--- src/rtl/if_pkg.sv ---
// Shared definitions for the instruction-fetch stage: FSM encoding, opcode/NOP constants, PC step.
// The optional skid buffer is enabled by defining IF_SKID_BUF_EN.
package if_pkg;
  localparam logic [1:0] ST_FETCH  = 2'd0;
  localparam logic [1:0] ST_SQUASH = 2'd1;
  localparam logic [1:0] ST_HALT   = 2'd2;

  localparam logic [3:0]  IF_HLT_OPC  = 4'hF;
  localparam logic [15:0] IF_NOP_WORD = 16'h0000;
  localparam logic [15:0] PC_INC      = 16'h0002;

  typedef struct packed {
    logic [15:0] data;
    logic [15:0] addr;
  } skid_entry_t;

  function automatic logic [3:0] opcode_of(input logic [15:0] word);
    return word[15:12];
  endfunction
endpackage

--- src/rtl/instruction_fetch_pc_reg.sv ---
// 16-bit program counter register with write enable and asynchronous reset to RESET_PC.
module pc_reg #(
  parameter logic [15:0] RESET_PC = 16'h0000
) (
  input  logic        clk,
  input  logic        rst,
  input  logic        we,
  input  logic [15:0] d,
  output logic [15:0] q
);
  always_ff @(posedge clk or posedge rst) begin
    if (rst)     q <= RESET_PC;
    else if (we) q <= d;
  end
endmodule

--- src/rtl/instruction_fetch.sv ---
// IF stage and IF/ID register: PC ownership, imem handshake, stall/redirect handling, HLT freeze.
// Define IF_SKID_BUF_EN to hold a response that arrives during a stall in a 1-entry skid buffer.
module instruction_fetch
  import if_pkg::*;
#(
  parameter logic [15:0] RESET_PC = 16'h0000,
  parameter logic [3:0]  HLT_OPC  = IF_HLT_OPC,
  parameter logic [15:0] NOP_WORD = IF_NOP_WORD
) (
  input  logic        clk,
  input  logic        rst,
  input  logic        IF_Stall,
  input  logic        IF_PCDisrupt,
  input  logic [15:0] IF_PCBranch,
  output logic        IMem_Req,
  output logic [15:0] IMem_Addr,
  input  logic        IMem_Ready,
  input  logic [15:0] IMem_Data,
  output logic [15:0] IFID_Instr,
  output logic [15:0] IFID_PC,
  output logic        IFID_Valid,
  output logic        Halted,
  output logic [1:0]  fsm_state
);
  // Handshake: IMem_Req is a level held until IMem_Ready; a cycle with Req=1 and Ready=1
  // completes the transfer, and Ready while Req=0 carries no meaning and is ignored.
  logic [1:0]  state, state_d;
  logic [15:0] pc, pc_d, sq_addr, sq_addr_d;
  logic        pc_we, ifid_load, ifid_clear, skid_full, skid_capture, skid_clear;
  logic [15:0] ld_instr, ld_addr;

  pc_reg #(.RESET_PC(RESET_PC)) u_pc_reg (
    .clk (clk),
    .rst (rst),
    .we  (pc_we),
    .d   (pc_d),
    .q   (pc)
  );

`ifdef IF_SKID_BUF_EN
  skid_entry_t skid_q;
  always_ff @(posedge clk or posedge rst) begin
    if (rst) begin
      skid_full <= 1'b0;
      skid_q    <= '0;
    end else if (skid_clear) begin
      skid_full <= 1'b0;
    end else if (skid_capture) begin
      skid_full <= 1'b1;
      skid_q    <= '{data: IMem_Data, addr: pc};
    end
  end
`else
  assign skid_full = 1'b0;
`endif

  assign IMem_Req   = !rst && ((state == ST_FETCH && !skid_full) || state == ST_SQUASH);
  assign IMem_Addr  = (state == ST_SQUASH) ? sq_addr : pc;
  assign Halted     = (state == ST_HALT);
  assign fsm_state  = state;

  always_comb begin
    state_d      = state;
    pc_we        = 1'b0;
    pc_d         = pc;
    sq_addr_d    = sq_addr;
    ifid_load    = 1'b0;
    ifid_clear   = 1'b0;
    skid_capture = 1'b0;
    skid_clear   = 1'b0;
    ld_instr     = IMem_Data;
    ld_addr      = pc;
    if (IF_PCDisrupt) begin
      pc_we      = 1'b1;
      pc_d       = IF_PCBranch;
      ifid_clear = 1'b1;
      skid_clear = 1'b1;
      // An unanswered request must still be drained; remember the address it went out on.
      if (IMem_Req && !IMem_Ready) begin
        state_d = ST_SQUASH;
        if (state == ST_FETCH) sq_addr_d = pc;
      end else begin
        state_d = ST_FETCH;
      end
    end else if (IF_Stall) begin
      if (state == ST_SQUASH && IMem_Ready) state_d = ST_FETCH;
`ifdef IF_SKID_BUF_EN
      else if (state == ST_FETCH && IMem_Req && IMem_Ready) skid_capture = 1'b1;
`endif
    end else begin
      case (state)
        ST_FETCH: begin
`ifdef IF_SKID_BUF_EN
          if (skid_full) begin
            ifid_load  = 1'b1;
            skid_clear = 1'b1;
            ld_instr   = skid_q.data;
            ld_addr    = skid_q.addr;
          end else
`endif
          if (IMem_Req && IMem_Ready) ifid_load = 1'b1;
          if (ifid_load) begin
            if (opcode_of(ld_instr) == HLT_OPC) begin
              state_d = ST_HALT;
            end else begin
              pc_we = 1'b1;
              pc_d  = ld_addr + PC_INC;
            end
          end
        end
        ST_SQUASH: if (IMem_Ready) state_d = ST_FETCH;
        default: state_d = state;
      endcase
    end
  end

  always_ff @(posedge clk or posedge rst) begin
    if (rst) begin
      state   <= ST_FETCH;
      sq_addr <= '0;
    end else begin
      state   <= state_d;
      sq_addr <= sq_addr_d;
    end
  end

  always_ff @(posedge clk or posedge rst) begin
    if (rst) begin
      IFID_Instr <= NOP_WORD;
      IFID_PC    <= '0;
      IFID_Valid <= 1'b0;
    end else if (ifid_clear) begin
      IFID_Instr <= NOP_WORD;
      IFID_Valid <= 1'b0;
    end else if (ifid_load) begin
      IFID_Instr <= ld_instr;
      IFID_PC    <= ld_addr + PC_INC;
      IFID_Valid <= 1'b1;
    end
  end
endmodule

--- config.mk ---
export PLATFORM = sky130hd
export DESIGN_NAME = instruction_fetch
export DESIGN_NICKNAME = d
export VERILOG_FILES = /design/src/rtl/if_pkg.sv /design/src/rtl/instruction_fetch_pc_reg.sv /design/src/rtl/instruction_fetch.sv
export SDC_FILE = /design/constraint.sdc
export NUM_CORES = 1
export LEC_CHECK = 0
export ABC_CLOCK_PERIOD_IN_PS = 3500
export BUFFER_PORTS_ARGS = -buffer_cell sky130_fd_sc_hd__buf_2
export CORE_ASPECT_RATIO = 0.7
export CORE_MARGIN = 10
export CORE_UTILIZATION = 52
export CTS_CLUSTER_DIAMETER = 200
export DETAILED_ROUTE_END_ITERATION = 10
export GPL_TIMING_DRIVEN = 0
export PLACE_DENSITY = 0.9
export SLEW_MARGIN = 25
export SYNTH_ARGS = -nofsm -noshare
export SYNTH_HDL_FRONTEND = slang
export SYNTH_SLANG_ARGS = --single-unit
--- constraint.sdc ---
create_clock -name clk -period 3.5 [get_ports clk]
set_clock_uncertainty 0.2 [all_clocks]
set_input_delay 0.175 -clock clk [delete_from_list [all_inputs] [get_ports clk]]
set_output_delay 0.175 -clock clk [all_outputs]
set_load 0.02 [all_outputs]
Word level (Yosys, flattened, before mapping)
Index checks and enable logic that the tools add are counted.

Bits in registers: 67. Input port bits: 37. Output and inout bits: 53. Word-level logic and storage cells: 64.

Add/subtract/negate cells: 1. Equality and inequality tests: 9. Muxes and demuxes: 31. Bitwise logic cells: 1. Reductions and logical operators: 16.

Operators with widths (count): two-way mux 16 bit (8); adder 16 x 2 -> 16 bit (second input constant) (1); two-way mux 1 bit (16); two-way mux 2 bit (6); AND reduction 5 bit (2); inequality test 4 x 3 -> 1 bit (second input constant) (2); nonzero test 2 bit (3); == test 4 bit (second input constant) (1); logical AND 1 bit (4); inequality test 4 bit (second input constant) (1); case mux 2 bit (2 select lines) (1); nonzero test 4 bit (1); inequality test 3 x 1 -> 1 bit (second input constant) (1); AND reduction 3 bit (1); == test 2 x 1 -> 1 bit (second input constant) (1); == test 2 bit (second input constant) (1); logical NOT 1 bit (2); logical NOT 2 bit (1); inequality test 2 x 1 -> 1 bit (second input constant) (1); inequality test 2 bit (second input constant) (1); AND reduction 2 bit (1); logical OR 1 bit (1); inverter 1 bit (1).

Longest topological paths before layout
Depth after elaboration: 13. Gate-level depth with buffers: 7. Mapped depth without buffers: 5.

Modules after synthesis
Synthesis repeated with hierarchy kept, for this count alone.

Cell total of the unflattened synthesis: 341. Area, all modules: 3538.4 sq um.

Modules (own cells, without submodules): instruction_fetch (instances 1, cells each 306, area an instance 2885.3 sq um, seq. area each 1276.2 sq um); pc_reg (instances 1, cells each 35, area an instance 653.1 sq um, seq. area each 400.4 sq um).

Worst setup path after synthesis
Ideal clock, no wire load.

Path type: register to register. Start point: register state[1] (netlist: fsm_state[1]). End point: register sq_addr[0]. Setup time: 0.125 ns. Arrival time: 2.218 ns. Required time: 3.175 ns. Path slack: 0.957 ns. Stages on the path, launching flop included: 6. Path buffers: 1. Clock period less this slack: 2.543 ns. Path through: dfrtp_1 nor2_1 nand3_1 nor2_1 clkbuf_1 mux2_2.

Longest elaborated chain between the ends: 5. Elaborated cells between the ends (all ways): 6. Classes of those cells: eq/ne: 1; reduce/logical: 5.

RTL lines: from (decl) (RTL line instruction_fetch.sv:27) `logic [1:0] state, state_d;`; from (signal assigned) (RTL line instruction_fetch.sv:122) `state <= state_d;`; == test 2 x 1 -> 1 bit / logical NOT 2 bit (equally long branches) (RTL line instruction_fetch.sv:57) `assign IMem_Req = !rst && ((state == ST_FETCH && !skid_full) || state == ST_SQUASH);`; logical OR 1 bit (*) (RTL line instruction_fetch.sv:57); logical AND 1 bit (*) (RTL line instruction_fetch.sv:57); net IMem_Req (RTL line instruction_fetch.sv:15) `output logic IMem_Req,`; logical AND 1 bit (*) (RTL line instruction_fetch.sv:79) `if (IMem_Req && !IMem_Ready) begin`; AND reduction 3 bit (no line) (*); to (signal assigned) (RTL line instruction_fetch.sv:123) `sq_addr <= sq_addr_d;`; to (decl) (RTL line instruction_fetch.sv:28) `logic [15:0] pc, pc_d, sq_addr, sq_addr_d;`.

The timed path passes the listed nets; every way through them passes the cells marked *. A chain may end at the register's enable or synchronous reset.

Worst setup path in the final report
Start point: register state[0] (netlist: fsm_state[0]). End point: output port IMem_Addr[9].

Longest elaborated chain between the ends: 2.

RTL lines: == test 2 x 1 -> 1 bit (RTL line instruction_fetch.sv:58) `assign IMem_Addr = (state == ST_SQUASH) ? sq_addr : pc;`; two-way mux 16 bit (RTL line instruction_fetch.sv:58); to (decl) (RTL line instruction_fetch.sv:16) `output logic [15:0] IMem_Addr,`.

No other way between the ends.

==> reports/results.txt <==
status = complete, no violations
largest area contributor in the netlist = dfrtp_1
PwrDens = 475 mW/mm2
overall power = 0.00206 W
grt ovf = 0
clk sink count = 67
routed vias/inst = 5.72
drt total wl = 9.85 mm
DP HPWL = 6.91 mm
CP delay by family, top = buffers and inverters
gpl congestion = 0.934
fin nets = 496
Mapped Cells = 325
Antenna diodes = 0
DR pass1 iterations = 6
Die ar. = 0.00988 mm2
critical-path maximum fanout = 10
synth cell count leaders = 67 x dfrtp_1, 64 x nand2_1, 34 x mux2_2, 20 x a21oi_1, 20 x clkbuf_1
FILL cells = 471
DIE WIDTH = 115 um
Setup CP Type = flop to primary output
Area Overhead vs Synth = 33.0%
RSZ-0062 raised after global routing = no
Util after Layout = 70.3%
fin. max-slew vios = 0
setup TNS = 0 ns
vias in the first global route = 3128
WL/cell = 18.2 um
synthesis-stage register bit count = 67
average cell area after synthesis = 10.0 um2
DR iter-0 viols = 341
most common cell in the netlist = dfrtp_1
yosys warns = 0
via count = 3087
IO buf count = 87
crit path time final = 2.81 ns
share of the synthesized area in the top cell type = 51.5%
layout cell share with drive strength beyond 1 = 30.7%
main area contributors after synthesis = dfrtp_1 51%, mux2_2 12%, nand2_1 7.4%, a21oi_1 3.1%, o21ai_0 2.8%
max-cap violations = 0
Initial Util = 52.9%
Fmax achieved = 0.356 GHz
post-cts hold buffer count = 34
final hold violations = 0
crit path capture type = primary output
Core Region = 0.00616 mm2
maximum clock path buffer count = 2
Rows = 24
Layout Cells excl Fill = 540
sequential area share after synthesis = 51.5%
Async SR Flop Fraction = 100%
Max H-tree Level = 3
critical-path cell list = nor2b_1, clkbuf_1, buf_1, mux2_2, buf_2
CP arrival = 2.43 ns
CP required = 3.12 ns
latest clock arrival within the worst-skew pair = 0.34 ns
Main synth FF type = dfrtp_1
postcts setup bufs = 0
Synth Cell Area = 0.00326 mm2
Total GRT Usage = 19.9%
DRC viols = 0
reg-to-reg slack, setup = 0.79 ns
global-route wire length before repair = 16.0 mm
Worst Setup Start Kind = flop
setup violators final = 0
Worst Tran Pin Value = 0.653 ns
worst relative slew slack = 56.3%
initial antenna violation count = 0
CTS tree = done
Ports = 90
area occupied by registers = 0.00168 mm2
Leak = 1.99 nW
Placed Cells = 491
clock-pin slew on the worst setup and hold paths = 0.07 ns
Hold Path Class = input pin to flop
Post-Syn Nets = 363
WP buf/inv = 3
CTS Buf Count = 9
Clock Tree Root = clkbuf_8
CP max stage cell = dfrtp_1
library cells used by synthesis = 43
Peak VDD IR = 0.299 mV
Final ANT Viol Nets = 0
Post-synth EDFFs = 0
fin crit share = 80.2%
PostCTS Resize Cnt = 0
largest net degree at the start of global routing = 35
crit-path max cell delay = 0.46 ns
Multi-input gate area = 0.00147 mm2
die height = 86.2 um
[placed cells by master (no fill, tap or decap), drive strengths merged, types with 3 or more instances in the layout]
master,instances
clkinv,3
dlygate4sd3,34
xnor2,8
o21ai,18
dfrtp,67
a221o,4
inv,4
clkbuf,33
o211ai,5
mux2,34
nand3,9
or3,4
a21oi,20
nor4,7
nor3,4
nor2,11
nand4,4
or4,3
o22ai,3
o311ai,3
nand2,64
buf,91
xor2,6
[flip-flops by register name, indices dropped and copies added (netlist names)]
| name | cells |
|---|---|
| sq_addr | 16 |
| IFID_PC | 16 |
| IFID_Valid | 1 |
| u_pc_reg.q | 16 |
| fsm_state | 2 |
| IFID_Instr | 16 |
[cells by family (layout without fill, tap and decap cells)]
family,Yosys count,in the layout,share of synthesized area (%)
buf+inv,28,165,3.30
flops,67,67,51.5
mux,34,34,11.8
simple gates,119,119,17.3
compound gates,62,62,12.0
fa+ha+maj,1,1,0.384
xor+xnor,14,14,3.77
[cell type report]
cell class | count | area share (%)
Clock buffer | 13 | 3.90
Timing Repair Buffer | 122 | 18.4
Multi-Input combinational cell | 230 | 34.0
Buffer | 23 | 2.05
Sequential cell | 67 | 38.7
Clock inverter | 2 | 0.231
Inverter | 5 | 0.491
Tap cell | 78 | 2.25
[worst reg2reg max path, stage by stage (launching register included)]
cell	delay [ns]
dfrtp_1	0.47
nor2_1	0.34
nand3_1	0.15
nor2_1	0.53
clkbuf_1	0.51
mux2_2	0.40
[final timing paths]
path / to / from / cells past startpoint
setup reg to reg: sq_addr[5] / fsm_state[1] / 5
min in group asynchronous: IFID_Instr[0] / rst / 3
hold / removal: fsm_state[0] / IF_PCDisrupt / 3
hold reg to reg: IFID_PC[9] / IFID_PC[9] / 2
max in group asynchronous: u_pc_reg.q[7] / rst / 4
setup / recovery: IMem_Addr[9] / fsm_state[0] / 5
[power by group]
part	total, W	switching (W)	internal, W
sequential	0.000958	0.0000691	0.000889
combinational	0.000508	0.000294	0.000214
clock	0.000592	0.000282	0.000309
total	0.00206	0.000645	0.00141
[stage by stage]
| step | worst slack [ns] | cell area, um2 | hold slack (ns) |
|---|---|---|---|
| 2_1_floorplan | 0.957 | 3260 | 0.0949 |
| 3_3_place_gp | 0.642 | 3790 | 0.184 |
| 3_5_place_dp | 0.829 | 3810 | 0.0387 |
| 4_1_cts | 0.720 | 4330 | 0.0617 |
| 5_1_grt | 0.554 | 4330 | 0.133 |
| 6_report | 0.694 | 4330 | 0.0951 |
[per-layer routing]
layer | up-vias | GRT usage (%) | share of wire [%]
met5 | - | 0 | 0
met4 | 0 | 6.13 | 2.0
met3 | 32 | 5.87 | 11
met2 | 176 | 30.8 | 46
met1 | 1454 | 26.4 | 41
li1 | 1425 | - | -
No activity file was read; power rests on OpenSTA's default activity.
